File: config.mk
export PLATFORM = sky130hd
export DESIGN_NAME = adc_frame_sequencer
export DESIGN_NICKNAME = d
export VERILOG_FILES = /design/src/rtl/adc_frame_sequencer.sv
export SDC_FILE = /design/constraint.sdc
export NUM_CORES = 1
export LEC_CHECK = 0
export CAP_MARGIN = 20
export CELL_PAD_IN_SITES_DETAIL_PLACEMENT = 1
export CELL_PAD_IN_SITES_GLOBAL_PLACEMENT = 2
export CORE_UTILIZATION = 43
export CTS_BUF_LIST = sky130_fd_sc_hd__clkbuf_8 sky130_fd_sc_hd__clkbuf_16
export DETAILED_ROUTE_END_ITERATION = 10
export PLACE_DENSITY_LB_ADDON = 0.1
export SYNTH_ARGS = -nofsm -noshare
export SYNTH_HDL_FRONTEND = slang
export SYNTH_SLANG_ARGS = --single-unit
File: constraint.sdc
create_clock -name clk -period 6.5 [get_ports clk]
set_input_delay 1.3 -clock clk [delete_from_list [all_inputs] [get_ports clk]]
set_output_delay 1.3 -clock clk [all_outputs]
set_load 0.05 [all_outputs]
File: src/rtl/adc_frame_sequencer.sv
// adc_frame_sequencer: sequences one ADC startCapture/conversionComplete
// handshake per pixel over a COLS x ROWS frame, queues each sample in a
// first-word-fall-through FIFO and reports frame progress and completion.
// Optional feature macro: ADCSEQ_TIMEOUT_EN adds the TIMEOUT_CYC parameter,
// the timeout_err output and the REQ watchdog counter.
module adc_frame_sequencer #(
  parameter int DATA_W     = 8,
  parameter int COLS       = 112,
  parameter int ROWS       = 112,
  parameter int FIFO_DEPTH = 16
`ifdef ADCSEQ_TIMEOUT_EN
  , parameter int TIMEOUT_CYC = 255
`endif
) (
  input  logic                          clk,
  input  logic                          reset,
  input  logic                          frame_start,
  input  logic                          frame_abort,
  output logic                          startCapture,
  input  logic                          conversionComplete,
  input  logic [DATA_W-1:0]             adc_data,
  input  logic                          fifo_rd,
  output logic [DATA_W-1:0]             fifo_data,
  output logic                          fifo_empty,
  output logic                          fifo_full,
  output logic [$clog2(FIFO_DEPTH):0]   fifo_count,
  output logic                          busy,
  output logic                          frame_done,
  output logic [$clog2(ROWS)-1:0]       row_idx,
  output logic [$clog2(COLS)-1:0]       col_idx
`ifdef ADCSEQ_TIMEOUT_EN
  , output logic                        timeout_err
`endif
);

  localparam int AW  = $clog2(FIFO_DEPTH);
  localparam int CW  = AW + 1;
  localparam int RW  = $clog2(ROWS);
  localparam int CLW = $clog2(COLS);

  localparam logic [RW-1:0]  ROW_LAST = RW'(ROWS - 1);
  localparam logic [CLW-1:0] COL_LAST = CLW'(COLS - 1);
  localparam logic [CW-1:0]  CNT_FULL = CW'(FIFO_DEPTH);

  localparam logic [2:0] S_IDLE  = 3'd0;
  localparam logic [2:0] S_CHECK = 3'd1;
  localparam logic [2:0] S_REQ   = 3'd2;
  localparam logic [2:0] S_ACK   = 3'd3;
  localparam logic [2:0] S_DRAIN = 3'd4;

  // Sequencer state
  logic [2:0]        state_q, state_d;
  logic              sc_q, sc_d;
  logic              busy_q;
  logic              done_q, done_d;
  logic [RW-1:0]     row_q, row_d;
  logic [CLW-1:0]    col_q, col_d;
  logic              last_q, last_d;   // sample just written was the frame's last
  logic              push;

  // FIFO state
  logic [DATA_W-1:0] mem_q [FIFO_DEPTH];
  logic [AW-1:0]     wr_ptr_q, wr_ptr_d;
  logic [AW-1:0]     rd_ptr_q, rd_ptr_d;
  logic [CW-1:0]     count_q, count_d;
  logic [DATA_W-1:0] data_q, data_d;
  logic              empty_q, full_q;
  logic              pop;

`ifdef ADCSEQ_TIMEOUT_EN
  localparam int TW = $clog2(TIMEOUT_CYC + 1);
  localparam logic [TW-1:0] T_LAST = TW'(TIMEOUT_CYC - 1);
  logic [TW-1:0] tcnt_q, tcnt_d;
  logic          terr_q, terr_d;
  assign timeout_err = terr_q;
`endif

  assign startCapture = sc_q;
  assign busy         = busy_q;
  assign frame_done   = done_q;
  assign row_idx      = row_q;
  assign col_idx      = col_q;
  assign fifo_data    = data_q;
  assign fifo_empty   = empty_q;
  assign fifo_full    = full_q;
  assign fifo_count   = count_q;

  // Handshake FSM next-state; abort always wins over a same-cycle ADC edge
  always_comb begin
    state_d = state_q;
    sc_d    = sc_q;
    done_d  = 1'b0;
    row_d   = row_q;
    col_d   = col_q;
    last_d  = last_q;
    push    = 1'b0;
`ifdef ADCSEQ_TIMEOUT_EN
    tcnt_d  = tcnt_q;
    terr_d  = terr_q;
`endif
    case (state_q)
      S_IDLE: begin
        sc_d = 1'b1;
        if (frame_start) begin
          row_d   = '0;
          col_d   = '0;
          last_d  = 1'b0;
          state_d = S_CHECK;
`ifdef ADCSEQ_TIMEOUT_EN
          terr_d  = 1'b0;
`endif
        end
      end
      S_CHECK: begin
        if (frame_abort) begin
          state_d = S_IDLE;
        end else if (!full_q) begin
          sc_d    = 1'b0;
          state_d = S_REQ;
`ifdef ADCSEQ_TIMEOUT_EN
          tcnt_d  = '0;
`endif
        end
      end
      S_REQ: begin
        if (frame_abort) begin
          sc_d    = 1'b1;
          state_d = S_DRAIN;
        end else if (!conversionComplete) begin
          // CHECK guaranteed a free slot, so this write never overflows
          push   = 1'b1;
          last_d = (row_q == ROW_LAST) && (col_q == COL_LAST);
          if (col_q == COL_LAST) begin
            col_d = '0;
            row_d = (row_q == ROW_LAST) ? '0 : row_q + 1'b1;
          end else begin
            col_d = col_q + 1'b1;
          end
          sc_d    = 1'b1;
          state_d = S_ACK;
        end
`ifdef ADCSEQ_TIMEOUT_EN
        else if (tcnt_q == T_LAST) begin
          terr_d  = 1'b1;
          sc_d    = 1'b1;
          state_d = S_DRAIN;
        end else begin
          tcnt_d = tcnt_q + 1'b1;
        end
`endif
      end
      S_ACK: begin
        if (frame_abort) begin
          state_d = S_DRAIN;
        end else if (conversionComplete) begin
          if (last_q) begin
            done_d  = 1'b1;
            row_d   = '0;
            col_d   = '0;
            state_d = S_IDLE;
          end else begin
            state_d = S_CHECK;
          end
        end
      end
      S_DRAIN: begin
        sc_d = 1'b1;
        if (conversionComplete) state_d = S_IDLE;
      end
      default: begin
        sc_d    = 1'b1;
        state_d = S_IDLE;
      end
    endcase
  end

  // Sequencer registers
  always_ff @(posedge clk or posedge reset) begin
    if (reset) begin
      state_q <= S_IDLE;
      sc_q    <= 1'b1;
      busy_q  <= 1'b0;
      done_q  <= 1'b0;
      row_q   <= '0;
      col_q   <= '0;
      last_q  <= 1'b0;
`ifdef ADCSEQ_TIMEOUT_EN
      tcnt_q  <= '0;
      terr_q  <= 1'b0;
`endif
    end else begin
      state_q <= state_d;
      sc_q    <= sc_d;
      busy_q  <= (state_d != S_IDLE);
      done_q  <= done_d;
      row_q   <= row_d;
      col_q   <= col_d;
      last_q  <= last_d;
`ifdef ADCSEQ_TIMEOUT_EN
      tcnt_q  <= tcnt_d;
      terr_q  <= terr_d;
`endif
    end
  end

  // FIFO next-state; the registered head is mem[rd_ptr] after this cycle's write
  always_comb begin
    pop      = fifo_rd && !empty_q;
    wr_ptr_d = push ? wr_ptr_q + 1'b1 : wr_ptr_q;
    rd_ptr_d = pop  ? rd_ptr_q + 1'b1 : rd_ptr_q;
    case ({push, pop})
      2'b10:   count_d = count_q + 1'b1;
      2'b01:   count_d = count_q - 1'b1;
      default: count_d = count_q;
    endcase
    if (push && (wr_ptr_q == rd_ptr_d)) data_d = adc_data;
    else                                data_d = mem_q[rd_ptr_d];
  end

  // FIFO storage, pointers and flags; only reset clears it
  always_ff @(posedge clk or posedge reset) begin
    if (reset) begin
      for (int i = 0; i < FIFO_DEPTH; i++) mem_q[i] <= '0;
      wr_ptr_q <= '0;
      rd_ptr_q <= '0;
      count_q  <= '0;
      data_q   <= '0;
      empty_q  <= 1'b1;
      full_q   <= 1'b0;
    end else begin
      if (push) mem_q[wr_ptr_q] <= adc_data;
      wr_ptr_q <= wr_ptr_d;
      rd_ptr_q <= rd_ptr_d;
      count_q  <= count_d;
      data_q   <= data_d;
      empty_q  <= (count_d == '0);
      full_q   <= (count_d == CNT_FULL);
    end
  end

endmodule
==> results.md, run 1 <==
* Status: finished, final reports clean
* Pin count of the biggest net entering global routing at 61
* Core Rows at 50
* Hold EP: mem_q[32]
* Syn_area_per_cell at 13.4 sq um
* Share of the synthesized area in the top cell type at 0.506
* Die Span Y at 142 um
* Crit path kind: primary input to flop
* Cell family with the largest share of critical-path delay: simple AND/OR/NAND/NOR gates
* RSZ-0062 raised after global routing: no
* Die Area at 20100 sq um
* Fin cells at 941
* Sw frac at 0.391
* Fraction of layout cells with a size suffix above 1 at 0.308
* Post-Synthesis Cells at 629
* R2r worst-path depth at 12
* Ys flop type: dfrtp_1
* First-pass GRT wire length at 34400 um
* FMAX at 0.222 GHz
* Crit Reg-Reg Endpoint: fifo_empty
* Synth top cells by count: 170 x dfrtp_1, 130 x mux2_2, 28 x mux4_2, 28 x nand2_1, 22 x nor2_1
* Worst setup path startpoint: frame_abort
* Routed Antenna Nets at 0
* Hold buffers post-CTS at 0
* Final setup viols at 0
* CTS H-tree lvls at 4
* Postcts setup bufs at 0
* Cell count after placement at 910
* Peak VDD IR at 231 uV
* CTS tree: done
* Core box area at 19000 sq um
* Clk_lat worst skew at 0.43 ns
* Slowest-stage cell, CP: nor3_4
* Crit Reg-Reg Startpoint: state_q[1]
* CTS Buf Count at 17
* Seq/Total Area, Yosys at 0.512
* Initial Utilization at 0.444
* Synth warn at 0
* Worst-Margin Slew at 0.936 ns
* Cell depth of the worst hold path at 1
* CP bufs+invs at 2
* Total grt overflow at 0
* Fill cells at 1910
* Diode count at 0
* Drt first-iter violations at 290
* Fin nets at 693
* GP Congestion at 0.799
* Final Critical Period at 4.51 ns
* Gr usage total at 0.233
* Top post-synthesis cells by area: dfrtp_1 51%, mux2_2 17%, mux4_2 7.5%
* CP Capture Type: flop
* Via/cell ratio at 5.84
* PwrDens at 425 nW/um^2
* Seq. cell area at 4310 sq um
* Area growth from synthesis to layout at 15.4%
* Logic pwr share at 0.398
* Part of the power in registers at 0.356
* Top Ports at 46
* Port Buffers at 45
* Net Count, Synth at 653
* Max Root-Sink Buffers at 2
* Cell mode on critical path: ha_1
* Leading cell type by number of instances after synthesis: dfrtp_1
* Number of synthesized flops with an enable pin at 0
* Final Hold Fails at 0
* Library cells used by synthesis at 60
* Pleak at 4.51 nW
* Final core occ at 0.512
* Max-slew violation total from the final report at 0
* Crit path max fanout at 24
* Final Cycle Share at 0.693
* Crit-path max cell delay at 0.78 ns
* DRC viols at 0
* Layout Skew at 0.00957 ns
* Critical path startpoint category: primary input
* Drt wl/cell at 22.9 um
* Largest area contributor in the netlist: dfrtp_1
* TritonRoute pass-1 iters at 7
* Crit path DAT at 4.84 ns
* Hold path start: mem_q[32]
* P_int at 2.51 mW
* Crit-path cells: clkdlybuf4s50_1 -> nor3_4 -> inv_1 -> ha_1 -> xor2_1 -> ha_1 -> nor4bb_1 -> a21oi_1 -> o21a_1 -> nor2_1 -> xnor2_1 -> nor4b_1
* Reg-to-reg setup timing slack at 2.44 ns
* Max-cap violations at 0
* Headroom to the max-slew limit at 0.371
* Total number of vias at 5494
* Clk pwr share at 0.246
* Post-Route Setup TNS at 0 ns
* Hold Crit Class: flop to flop
* P_sw at 1.61 mW
* Total wire length at 21500 um
* Root buffer cell: clkbuf_16
* Synth Register Bits at 172
* Die width at 142 um
* Async SR Flop Fraction at 1.00
* Vias in the first global route at 5760
* Clk pin slew, worst setup/hold paths at 0.07 ns
* Synthesized area at 8410 sq um
* Cts repair resizes at 0
* Post-DP HPWL at 14800 um
* Initial antenna violation count at 0
* Area of the multi-input gates at 3920 sq um
* Required time of the critical path at 6.83 ns
* Clk sinks at 172
through the flow:
step / setup WS (ns) / hold slack [ns] / area [sq um] / total power [mW]
final: 1.99 / 0.498 / 9700 / 4.13
after global routing: 1.53 / 0.515 / 9700 / 4.35
after CTS: 2.00 / 0.502 / 9700 / 4.16
after detailed placement: 1.57 / 0.488 / 9120 / 3.13
after global placement: 1.75 / 0.479 / 9120 / 3.07
after floorplan: 0.543 / 0.470 / 8410 / 2.64
registers in the layout, summed over array words and instances (netlist names):
register and cells:
col_idx 7, state_q 3, row_idx 7, mem_q 128, rd_ptr_q 4, fifo_count 5
fifo_data 8, startCapture 1, fifo_full 1, frame_done 1, fifo_empty 1, busy 1
last_q 1, wr_ptr_q 4
cell usage in the layout (no fill, tap or decap), types with 3 or more instances in the layout:
master and instances:
dfrtp_1 170, mux2_2 130, clkdlybuf4s50_1 45, nand2_1 28, mux4_2 28, nor2_1 22, nand3_1 20, o21ai_0 17
clkbuf_16 17, a21oi_1 15, mux2i_1 13, inv_1 11, a221oi_1 11, nand4_1 10, ha_1 10, nor3_1 9
xnor2_1 8, xor2_1 7, a211o_1 7, buf_4 7, o22ai_1 6, nand2b_1 5, o31ai_1 5, and3_1 4
or3_1 4, a22oi_1 4, mux4_1 4, inv_6 4, o21a_1 3, nand3b_1 3, a21o_1 3, and2_1 3
clkinv_4 3, nor4b_1 3, inv_8 3, clkinvlp_4 3
per-layer routing:
metal / GRT usage / part of all wire
met4: 0.0583 / 0.0081
met3: 0.0398 / 0.042
met2: 0.348 / 0.47
met5: 0 / 0
met1: 0.352 / 0.48
logic make-up after synthesis:
logic type,Yosys count,share of synthesized area
AND/OR/NAND/NOR,123,0.0775
buffers and inverters,46,0.0232
adder cells (fa/ha/maj),10,0.0149
XOR/XNOR,17,0.0202
multiplexers,176,0.280
AO/OA/AOI/OAI,85,0.0723
flip-flops,172,0.512
final cells by class:
type / instances / area share
inverters: 15 / 0.00683
clock buffers: 19 / 0.0467
multi-input cells: 411 / 0.404
clock inverters: 12 / 0.0134
repair buffers: 52 / 0.0518
well taps: 260 / 0.0335
flip-flops and latches: 172 / 0.444
power groups by stage:
stage / Clock, mW / Combinational (mW) / Sequential [mW]
after floorplan: 0 / 1.07 / 1.57
after global placement: 0 / 1.60 / 1.47
after detailed placement: 0 / 1.64 / 1.49
after CTS: 1.04 / 1.65 / 1.47
after global routing: 1.08 / 1.77 / 1.50
final: 1.02 / 1.64 / 1.47
worst max-delay path by stage:
stage / end / slack (ns) / depth (start not counted)
global placement: fifo_empty / 1.75 / 12
global route: fifo_empty / 1.53 / 12
floorplan: busy / 0.54 / 1
finish: fifo_empty / 1.99 / 12
detailed placement: fifo_empty / 1.57 / 12
CTS: fifo_empty / 2.00 / 12
(Power assumes the default switching activity.)
==> run 2: changes to the inputs <==
--- a/config.mk
+++ b/config.mk
@@ -8,7 +8,7 @@
 export CAP_MARGIN = 20
 export CELL_PAD_IN_SITES_DETAIL_PLACEMENT = 1
 export CELL_PAD_IN_SITES_GLOBAL_PLACEMENT = 2
-export CORE_UTILIZATION = 43
+export CORE_UTILIZATION = 39
 export CTS_BUF_LIST = sky130_fd_sc_hd__clkbuf_8 sky130_fd_sc_hd__clkbuf_16
 export DETAILED_ROUTE_END_ITERATION = 10
 export PLACE_DENSITY_LB_ADDON = 0.1
==> constraint.sdc (replaced) <==
create_clock -name clk -period 4 [get_ports clk]
set_input_delay 0.8 -clock clk [delete_from_list [all_inputs] [get_ports clk]]
set_output_delay 0.8 -clock clk [all_outputs]
set_load 0.05 [all_outputs]
==> results.md, run 2 (synthesis gave the netlist of run 1 again) <==
* Status: finished, final reports clean
* Total grt overflow at 0 (unchanged)
* Setup ws final at 0.663 ns (-1.33 ns)
* Fin cells at 967 (+2.8%)
* Max-cap violations at 0 (unchanged)
* Routed Antenna Nets at 0 (unchanged)
* Crit path DAT at 3.68 ns (-1.16 ns)
* Core Rows at 53 (+6.0%)
* Crit path to: fifo_empty
* CTS H-tree lvls at 4 (unchanged)
* Crit Reg-Reg Endpoint: fifo_empty
* Area growth from synthesis to layout at 17.1%
* Headroom to the max-slew limit at 0.454 (+0.0830)
* Most common cell after layout, fill and taps aside: dfrtp_1
* Final Hold Fails at 0 (unchanged)
* GP Congestion at 0.796 (-0.33%)
* Layout Skew at 0.00820 ns (-0.00138 ns)
* Crit path kind: flop to flop
* Pleak at 4.58 nW (+1.4%)
* CTS tree: done
* RSZ-0062 raised after global routing: no
* FMAX at 0.300 GHz
* Cts repair resizes at 0 (unchanged)
* Critical path startpoint category: flop
* Hold buffers post-CTS at 0 (unchanged)
* Clk_lat worst skew at 0.44 ns (about the same)
* Peak VDD IR at 267 uV (+16%)
* Die width at 149 um (+4.9%)
* Max-slew violation total from the final report at 0 (unchanged)
* Post-DP HPWL at 15000 um (+1.3%)
* Hold Crit Class: flop to flop
* PwrDens at 691 nW/um^2 (+62%)
* Required time of the critical path at 4.35 ns (-2.48 ns)
* DP Worst Slack at 0.286 ns (-1.28 ns)
* Vias in the first global route at 5950 (+3.3%)
* DP Area at 9260 sq um (+1.5%)
* Clk sinks at 172 (unchanged)
* Root buffer cell: clkbuf_16
* Fill cells at 2151 (+13%)
* Diode count at 0 (unchanged)
* Clk pin slew, worst setup/hold paths at 0.07 ns (about the same)
* Worst-Margin Slew at 0.813 ns (-0.123 ns)
* Worst setup path startpoint: state_q[1]
* Crit Reg-Reg Startpoint: state_q[1]
* Max reg flops at 128 (unchanged)
* Drt first-iter violations at 229 (-21%)
* Core box area at 21100 sq um (+11%)
* Final Cycle Share at 0.834
* Final Power at 6.80 mW (+65%)
* Final Critical Period at 3.34 ns
* Initial Utilization at 0.399 (-0.0449)
* Reg-to-reg setup timing slack at 0.66 ns (-1.78 ns)
* DRC viols at 0 (unchanged)
* Total number of vias at 5481 (-0.24%)
* Postcts setup bufs at 0 (unchanged)
* Fraction of layout cells with a size suffix above 1 at 0.319 (+0.0110)
* Pin count of the biggest net entering global routing at 52 (-15%)
* Drt wl/cell at 21.8 um (-4.9%)
* Commonest non-fill, non-tap cells in the layout: 170 x dfrtp_1, 130 x mux2_2, 45 x clkdlybuf4s50_1
* Via/cell ratio at 5.67 (-2.9%)
* Top reg by flops: mem_q
* Port Buffers at 45 (unchanged)
* Fin area at 9840 sq um (+1.5%)
* Top Ports at 46 (unchanged)
* R2r worst-path depth at 12 (unchanged)
* First-pass GRT wire length at 34800 um (+1.2%)
* TritonRoute pass-1 iters at 4 (-3)
* Crit path max fanout at 13 (-46%)
* Total wire length at 21000 um (-2.3%)
* Gr usage total at 0.208 (-0.0251)
* Cell count after placement at 936 (+2.9%)
* Initial antenna violation count at 0 (unchanged)
* Die Area at 22200 sq um (+10%)
* Post-Route Setup TNS at 0 ns (unchanged)
* CP Capture Type: flop
* CTS Buf Count at 17 (unchanged)
* Fin nets at 704 (+1.6%)
* Die Span Y at 149 um (+4.9%)
* Final setup viols at 0 (unchanged)
* Max Root-Sink Buffers at 2 (unchanged)
==> run 2: stage by stage <==
stage / hold slack (ns) / utilization
3_3_place_gp: 0.478 / 0.439
6_report: 0.503 / 0.467
4_1_cts: 0.503 / 0.467
2_1_floorplan: 0.470 / -
3_5_place_dp: 0.488 / 0.439
5_1_grt: 0.518 / 0.467
==> run 2: layout make-up <==
class | count | area, sq um | share of cell area
clock buffer | 17 | 425 | 0.0432
clock inverter | 14 | 161 | 0.0164
inverter | 15 | 65.1 | 0.00661
multi-input combinational | 411 | 3920 | 0.398
sequential | 172 | 4310 | 0.437
tap | 275 | 344 | 0.0350
timing repair buffer | 63 | 623 | 0.0633
==> run 2: worst min-delay path by stage <==
stage	start	slack [ns]	end	cells after the start
6_report	mem_q[61]	0.50	mem_q[61]	1
5_1_grt	mem_q[11]	0.52	mem_q[11]	1
4_1_cts	mem_q[61]	0.50	mem_q[61]	1
3_5_place_dp	mem_q[61]	0.49	mem_q[61]	1
3_3_place_gp	mem_q[50]	0.48	mem_q[50]	1
2_1_floorplan	mem_q[48]	0.47	mem_q[48]	1
==> run 2: critical path: stages (launching register included) <==
cell	delay, ns
dfrtp_1	0.57
or3b_1	0.52
nor3_4	0.17
inv_1	0.12
ha_1	0.30
xor2_1	0.20
ha_1	0.23
nor4bb_1	0.32
a21oi_1	0.08
o21a_1	0.17
nor2_1	0.11
xnor2_1	0.18
nor4b_1	0.26
==> run 2: power breakdown <==
group	switching, mW	internal, mW
clock	0.753	0.932
sequential	0.324	2.09
combinational	1.55	1.15
==> run 2: per-layer routing <==
metal / global-route usage / share of wire / wire [um]
met1: 0.300 / 0.50 / 10500
met2: 0.326 / 0.47 / 9850
met4: 0.0505 / 0.0087 / 184
met3: 0.0358 / 0.022 / 472
met5: 0 / 0 / 0
==> RTL change 1 (flow settings as in run 2) <==
Build with the macro `ADCSEQ_TIMEOUT_EN` defined.
--- a/src/rtl/adc_frame_sequencer.sv
+++ b/src/rtl/adc_frame_sequencer.sv
@@ -4,4 +4,6 @@
 // Optional feature macro: ADCSEQ_TIMEOUT_EN adds the TIMEOUT_CYC parameter,
 // the timeout_err output and the REQ watchdog counter.
+`define ADCSEQ_TIMEOUT_EN
+
 module adc_frame_sequencer #(
   parameter int DATA_W     = 8,
Behaviour (old outputs only; new: timeout_err): no difference found for any inputs over 10 cycles, from zero or initial values and one cycle with reset high; that may be too few to reach the edited logic, so the function may still have changed.
==> RTL change 1 against run 2 <==
The flow now finishes with violations (design-rule violations). Count of clock-buffer cells in the layout is 3 higher. Sequential cell count is 9 higher. Cell count up 15%. Clock skew rose by 0.0018 ns. Total power is 8.2% higher. Global-route usage grew 0.90 points. Worst setup slack better by 0.22 ns. Routed wire length up 11%. Synthesized area up 4.2%. Design area up 3.6%.
==> RTL change 1: results (changes against run 2) <==
[metrics] run status: finished, violations left (was completed)
[metrics] violations in the final reports: design-rule violations
[metrics] number of design rule violations left after detail routing: 4 (was 0)
[metrics] worst hold slack: 0.5011 ns (was 0.5032 ns)
[metrics] NumNets Final: 848 (was 704)
[metrics] maximum ir drop on the vdd rail: 0.3977 mV (was 0.2670 mV)
[metrics] logic gate share of total power: 40.8% (was 39.7%)
[metrics] most area-consuming cells after synthesis: sky130_fd_sc_hd__dfrtp_1, sky130_fd_sc_hd__mux2_2, sky130_fd_sc_hd__nand2_1 (was sky130_fd_sc_hd__dfrtp_1, sky130_fd_sc_hd__mux2_2, sky130_fd_sc_hd__mux4_2)
[metrics] Yosys cell types: 61 (was 60)
[metrics] worst hold path startpoint: row_idx[6]$_DFFE_PP0P_ (was mem_q[61]$_DFFE_PP0P_)
[metrics] register-to-register setup slack: 0.88 ns (was 0.66 ns)
[metrics] overall fraction of global-route tracks in use: 21.69% (was 20.79%)
[metrics] net count after synthesis: 806 (was 653)
[metrics] standby leakage power: 4.609 nW (was 4.576 nW)
[metrics] Reg2Reg Launch Point: state_q[2]$_DFF_PP0_ (was state_q[1]$_DFF_PP0_)
[metrics] Detailed Place HPWL: 15350 um (was 14960 um)
[metrics] Crit Path Max Fanout: 15 (was 13)
[metrics] arrival time worst endpoint: 3.49 ns (was 3.68 ns)
[metrics] Worst Tran Pin Value: 1.038 ns (was 0.8125 ns)
[metrics] violation count after the first detailed-routing iteration: 251 (was 229)
[metrics] Hold Path Sink: row_idx[6]$_DFFE_PP0P_ (was mem_q[61]$_DFFE_PP0P_)
[metrics] worst reg2reg path depth: 13 (was 12)
[metrics] sum of routed wire length over all layers: 23300 um (was 21040 um)
[metrics] Top reg by flops: mem_q (unchanged)
[metrics] GPL Wtd Cong: 0.8079 (was 0.7962)
[metrics] detailed-route via count: 6153 (was 5481)
[metrics] largest net degree at the start of global routing: 182 (was 52)
[metrics] sequential area share after synthesis: 51.73% (was 51.21%)
[metrics] CTS max path bufs: 2 (unchanged)
[metrics] cell types with the highest counts after synthesis: sky130_fd_sc_hd__dfrtp_1, sky130_fd_sc_hd__mux2_2, sky130_fd_sc_hd__nand2_1 (was sky130_fd_sc_hd__dfrtp_1, sky130_fd_sc_hd__mux2_2, sky130_fd_sc_hd__mux4_2, sky130_fd_sc_hd__nand2_1, sky130_fd_sc_hd__nor2_1)
[metrics] setup clock skew after layout: 0.009981 ns (was 0.008196 ns)
[metrics] first-pass GRT wire length: 38600 um (was 34820 um)
RTL change 1: through the flow:
stage | std cells | area, um^2 | worst slack, ns | util [%] | total power, mW
6_report | 1115 | 10200 | 0.8822 | 46.44 | 7.357
4_1_cts | 1115 | 10200 | 0.8885 | 46.44 | 7.461
3_5_place_dp | 1083 | 9555 | 0.5074 | 43.52 | 5.605
2_1_floorplan | 780 | 8765 | 0.8791 | - | 4.492
3_3_place_gp | 1083 | 9555 | 0.5767 | 43.52 | 5.538
5_1_grt | 1115 | 10200 | 0.4925 | 46.44 | 7.799
RTL change 1: worst max-delay path by stage:
stage | endpoint | slack, ns | cells after the start
6_report | fifo_full$_DFF_PP0_ | 0.88 | 13
5_1_grt | fifo_full$_DFF_PP0_ | 0.49 | 13
4_1_cts | fifo_full$_DFF_PP0_ | 0.89 | 13
3_5_place_dp | fifo_full$_DFF_PP0_ | 0.51 | 12
3_3_place_gp | fifo_full$_DFF_PP0_ | 0.58 | 12
2_1_floorplan | busy$_DFF_PP0_ | 0.88 | 1
RTL change 1: cell type report:
| cell class | count | area [um^2] |
|---|---|---|
| Tap cell | 280 | 350.3 |
| Clock inverter | 12 | 175.2 |
| Multi-Input combinational cell | 548 | 4039 |
| Sequential cell | 181 | 4532 |
| Timing Repair Buffer | 60 | 578.1 |
| Fill cell | 2347 | 11760 |
| Inverter | 14 | 56.30 |
| Clock buffer | 20 | 466.7 |
RTL change 1: logic make-up after synthesis:
logic type	Yosys count	share of synthesized area (%)
simple gates	278	16.42
flops	181	51.73
mux	140	17.84
compound gates	95	7.255
buf+inv	51	2.499
xor+xnor	23	2.542
fa+ha+maj	12	1.714
RTL change 1: worst max-delay path: stages, from the launching register on:
cell and delay, ns:
sky130_fd_sc_hd__dfrtp_1 0.47, sky130_fd_sc_hd__or3b_1 0.40, sky130_fd_sc_hd__buf_4 0.21, sky130_fd_sc_hd__nor3_4 0.15, sky130_fd_sc_hd__inv_2 0.08, sky130_fd_sc_hd__ha_1 0.29
sky130_fd_sc_hd__xor2_1 0.19, sky130_fd_sc_hd__ha_1 0.23, sky130_fd_sc_hd__nor4bb_1 0.32, sky130_fd_sc_hd__a21oi_1 0.07, sky130_fd_sc_hd__o21ai_0 0.16, sky130_fd_sc_hd__nand2b_1 0.09
sky130_fd_sc_hd__xnor2_1 0.23, sky130_fd_sc_hd__nor2b_1 0.17
RTL change 1: per-layer routing:
| layer | up-vias | GRT usage (%) | wire, um |
|---|---|---|---|
| met2 | 88 | 36.88 | 11600 |
| met4 | 0 | 8.358 | 637 |
| met3 | 36 | 3.423 | 619 |
| met1 | 3170 | 27.84 | 10440 |
| met5 | - | 0 | 0 |
| li1 | 2859 | - | - |
==> RTL change 2 (settings of run 2) <==
Made on the original files. Take the reset off `data_q` and load it in a clocked block of its own.
--- a/src/rtl/adc_frame_sequencer.sv
+++ b/src/rtl/adc_frame_sequencer.sv
@@ -225,5 +225,4 @@
       rd_ptr_q <= '0;
       count_q  <= '0;
-      data_q   <= '0;
       empty_q  <= 1'b1;
       full_q   <= 1'b0;
@@ -233,5 +232,4 @@
       rd_ptr_q <= rd_ptr_d;
       count_q  <= count_d;
-      data_q   <= data_d;
       empty_q  <= (count_d == '0);
       full_q   <= (count_d == CNT_FULL);
@@ -239,3 +237,7 @@
   end
 
+  always_ff @(posedge clk) begin
+    data_q <= data_d;
+  end
+
 endmodule
Formal check against the unedited RTL: differs if reset is asserted again (counterexample within 4 cycles, from zero or initial values and one cycle with reset high); with reset held inactive, the same outputs for 10 cycles.
==> RTL change 2 against run 2 <==
Worst hold slack worse by 0.014 ns. Highest routed layer is now met5. Total power is 5.3% higher. Worst setup slack worse by 0.0010 ns. Count of clock-buffer cells in the layout is 1 higher. Sequential cell count stayed put. Design area is 3.7% lower. Routed wire length is 3.1% higher. Synthesized area is 4.2% lower. Clock skew hardly changed.
==> RTL change 2: results (changes against run 2) <==
[metrics] run status: completed (unchanged)
[metrics] detailed-route via count: 5728 (was 5481)
[metrics] arrival time worst endpoint: 3.70 ns (was 3.68 ns)
[metrics] violation count after the first detailed-routing iteration: 231 (was 229)
[metrics] overall fraction of global-route tracks in use: 22.07% (was 20.79%)
[metrics] number of cells in the design after placement: 1026 (was 936)
[metrics] Yosys cell types: 50 (was 60)
[metrics] post-synthesis average cell area: 11.05 um^2 (was 13.37 um^2)
[metrics] length of routed wiring on met1: 10220 um (was 10530 um)
[metrics] largest net degree at the start of global routing: 51 (was 52)
[metrics] setup clock skew after layout: 0.008502 ns (was 0.008196 ns)
[metrics] first-pass GRT wire length: 36090 um (was 34820 um)
[metrics] worst hold slack: 0.4896 ns (was 0.5032 ns)
[metrics] cell types with the highest counts after synthesis: sky130_fd_sc_hd__dfrtp_1, sky130_fd_sc_hd__mux2_2, sky130_fd_sc_hd__nand2_1 (was sky130_fd_sc_hd__dfrtp_1, sky130_fd_sc_hd__mux2_2, sky130_fd_sc_hd__mux4_2, sky130_fd_sc_hd__nand2_1, sky130_fd_sc_hd__nor2_1)
[metrics] Switching Share: 41.77% (was 38.60%)
[metrics] met2 demand-to-capacity share in global routing: 35.38% (was 32.57%)
[metrics] ratio of cells with drive above 1 in the final layout: 23.54% (was 31.94%)
[metrics] met3 layer wire length in the routed design: 761 um (was 472 um)
[metrics] Crit Path Max Fanout: 7 (was 13)
[metrics] highest metal layer used by the detailed router: met5 (was met4)
[metrics] reg-to-reg critical path endpoint: fifo_full$_DFF_PP0_ (was fifo_empty$_DFF_PP1_)
[metrics] GPL Wtd Cong: 0.7732 (was 0.7962)
[metrics] standby leakage power: 4.278 nW (was 4.576 nW)
[metrics] sequential area share after synthesis: 52.97% (was 51.21%)
[metrics] Detailed Place HPWL: 15160 um (was 14960 um)
[metrics] dpl ws: 0.2081 ns (was 0.2856 ns)
[metrics] Hold Path Sink: state_q[1]$_DFF_PP0_ (was mem_q[61]$_DFFE_PP0P_)
[metrics] net count after synthesis: 753 (was 653)
[RTL change 2: final cells by class]
type,instances,area [um^2],area share (%)
clock buffer,18,439.2,4.633
clock inverter,14,143.9,1.518
inverter,12,48.80,0.5148
multi-input combinational,510,3613,38.12
sequential,172,4267,45.01
tap,270,337.8,3.564
timing repair buffer,64,629.4,6.639
[RTL change 2: worst max-delay path by stage]
stage | start | to | slack [ns] | depth (start not counted)
floorplan | conversionComplete | fifo_full$_DFF_PP0_ | 0.39 | 14
detailed placement | conversionComplete | fifo_full$_DFF_PP0_ | 0.21 | 13
CTS | conversionComplete | fifo_full$_DFF_PP0_ | 0.65 | 13
global placement | conversionComplete | fifo_full$_DFF_PP0_ | 0.32 | 13
finish | conversionComplete | fifo_full$_DFF_PP0_ | 0.66 | 13
global route | conversionComplete | fifo_full$_DFF_PP0_ | 0.46 | 13
[RTL change 2: kinds of logic after synthesis]
family          Yosys count  synth area share, %
compound gates           84                6.836
xor+xnor                 21                2.688
fa+ha+maj                10                1.554
buf+inv                  47                2.253
flops                   172                52.97
mux                     140                19.42
simple gates            255                14.28
[RTL change 2: worst max-delay path, stage by stage]
cell and delay [ns]:
sky130_fd_sc_hd__clkdlybuf4s50_1 0.44, sky130_fd_sc_hd__nor3b_1 0.26, sky130_fd_sc_hd__and2_1 0.18, sky130_fd_sc_hd__inv_1 0.08, sky130_fd_sc_hd__ha_1 0.29, sky130_fd_sc_hd__xor2_1 0.20
sky130_fd_sc_hd__ha_1 0.23, sky130_fd_sc_hd__a21oi_1 0.15, sky130_fd_sc_hd__xor2_1 0.17, sky130_fd_sc_hd__nor2_1 0.07, sky130_fd_sc_hd__xor2_1 0.16, sky130_fd_sc_hd__or4_1 0.54
sky130_fd_sc_hd__nor2b_1 0.13
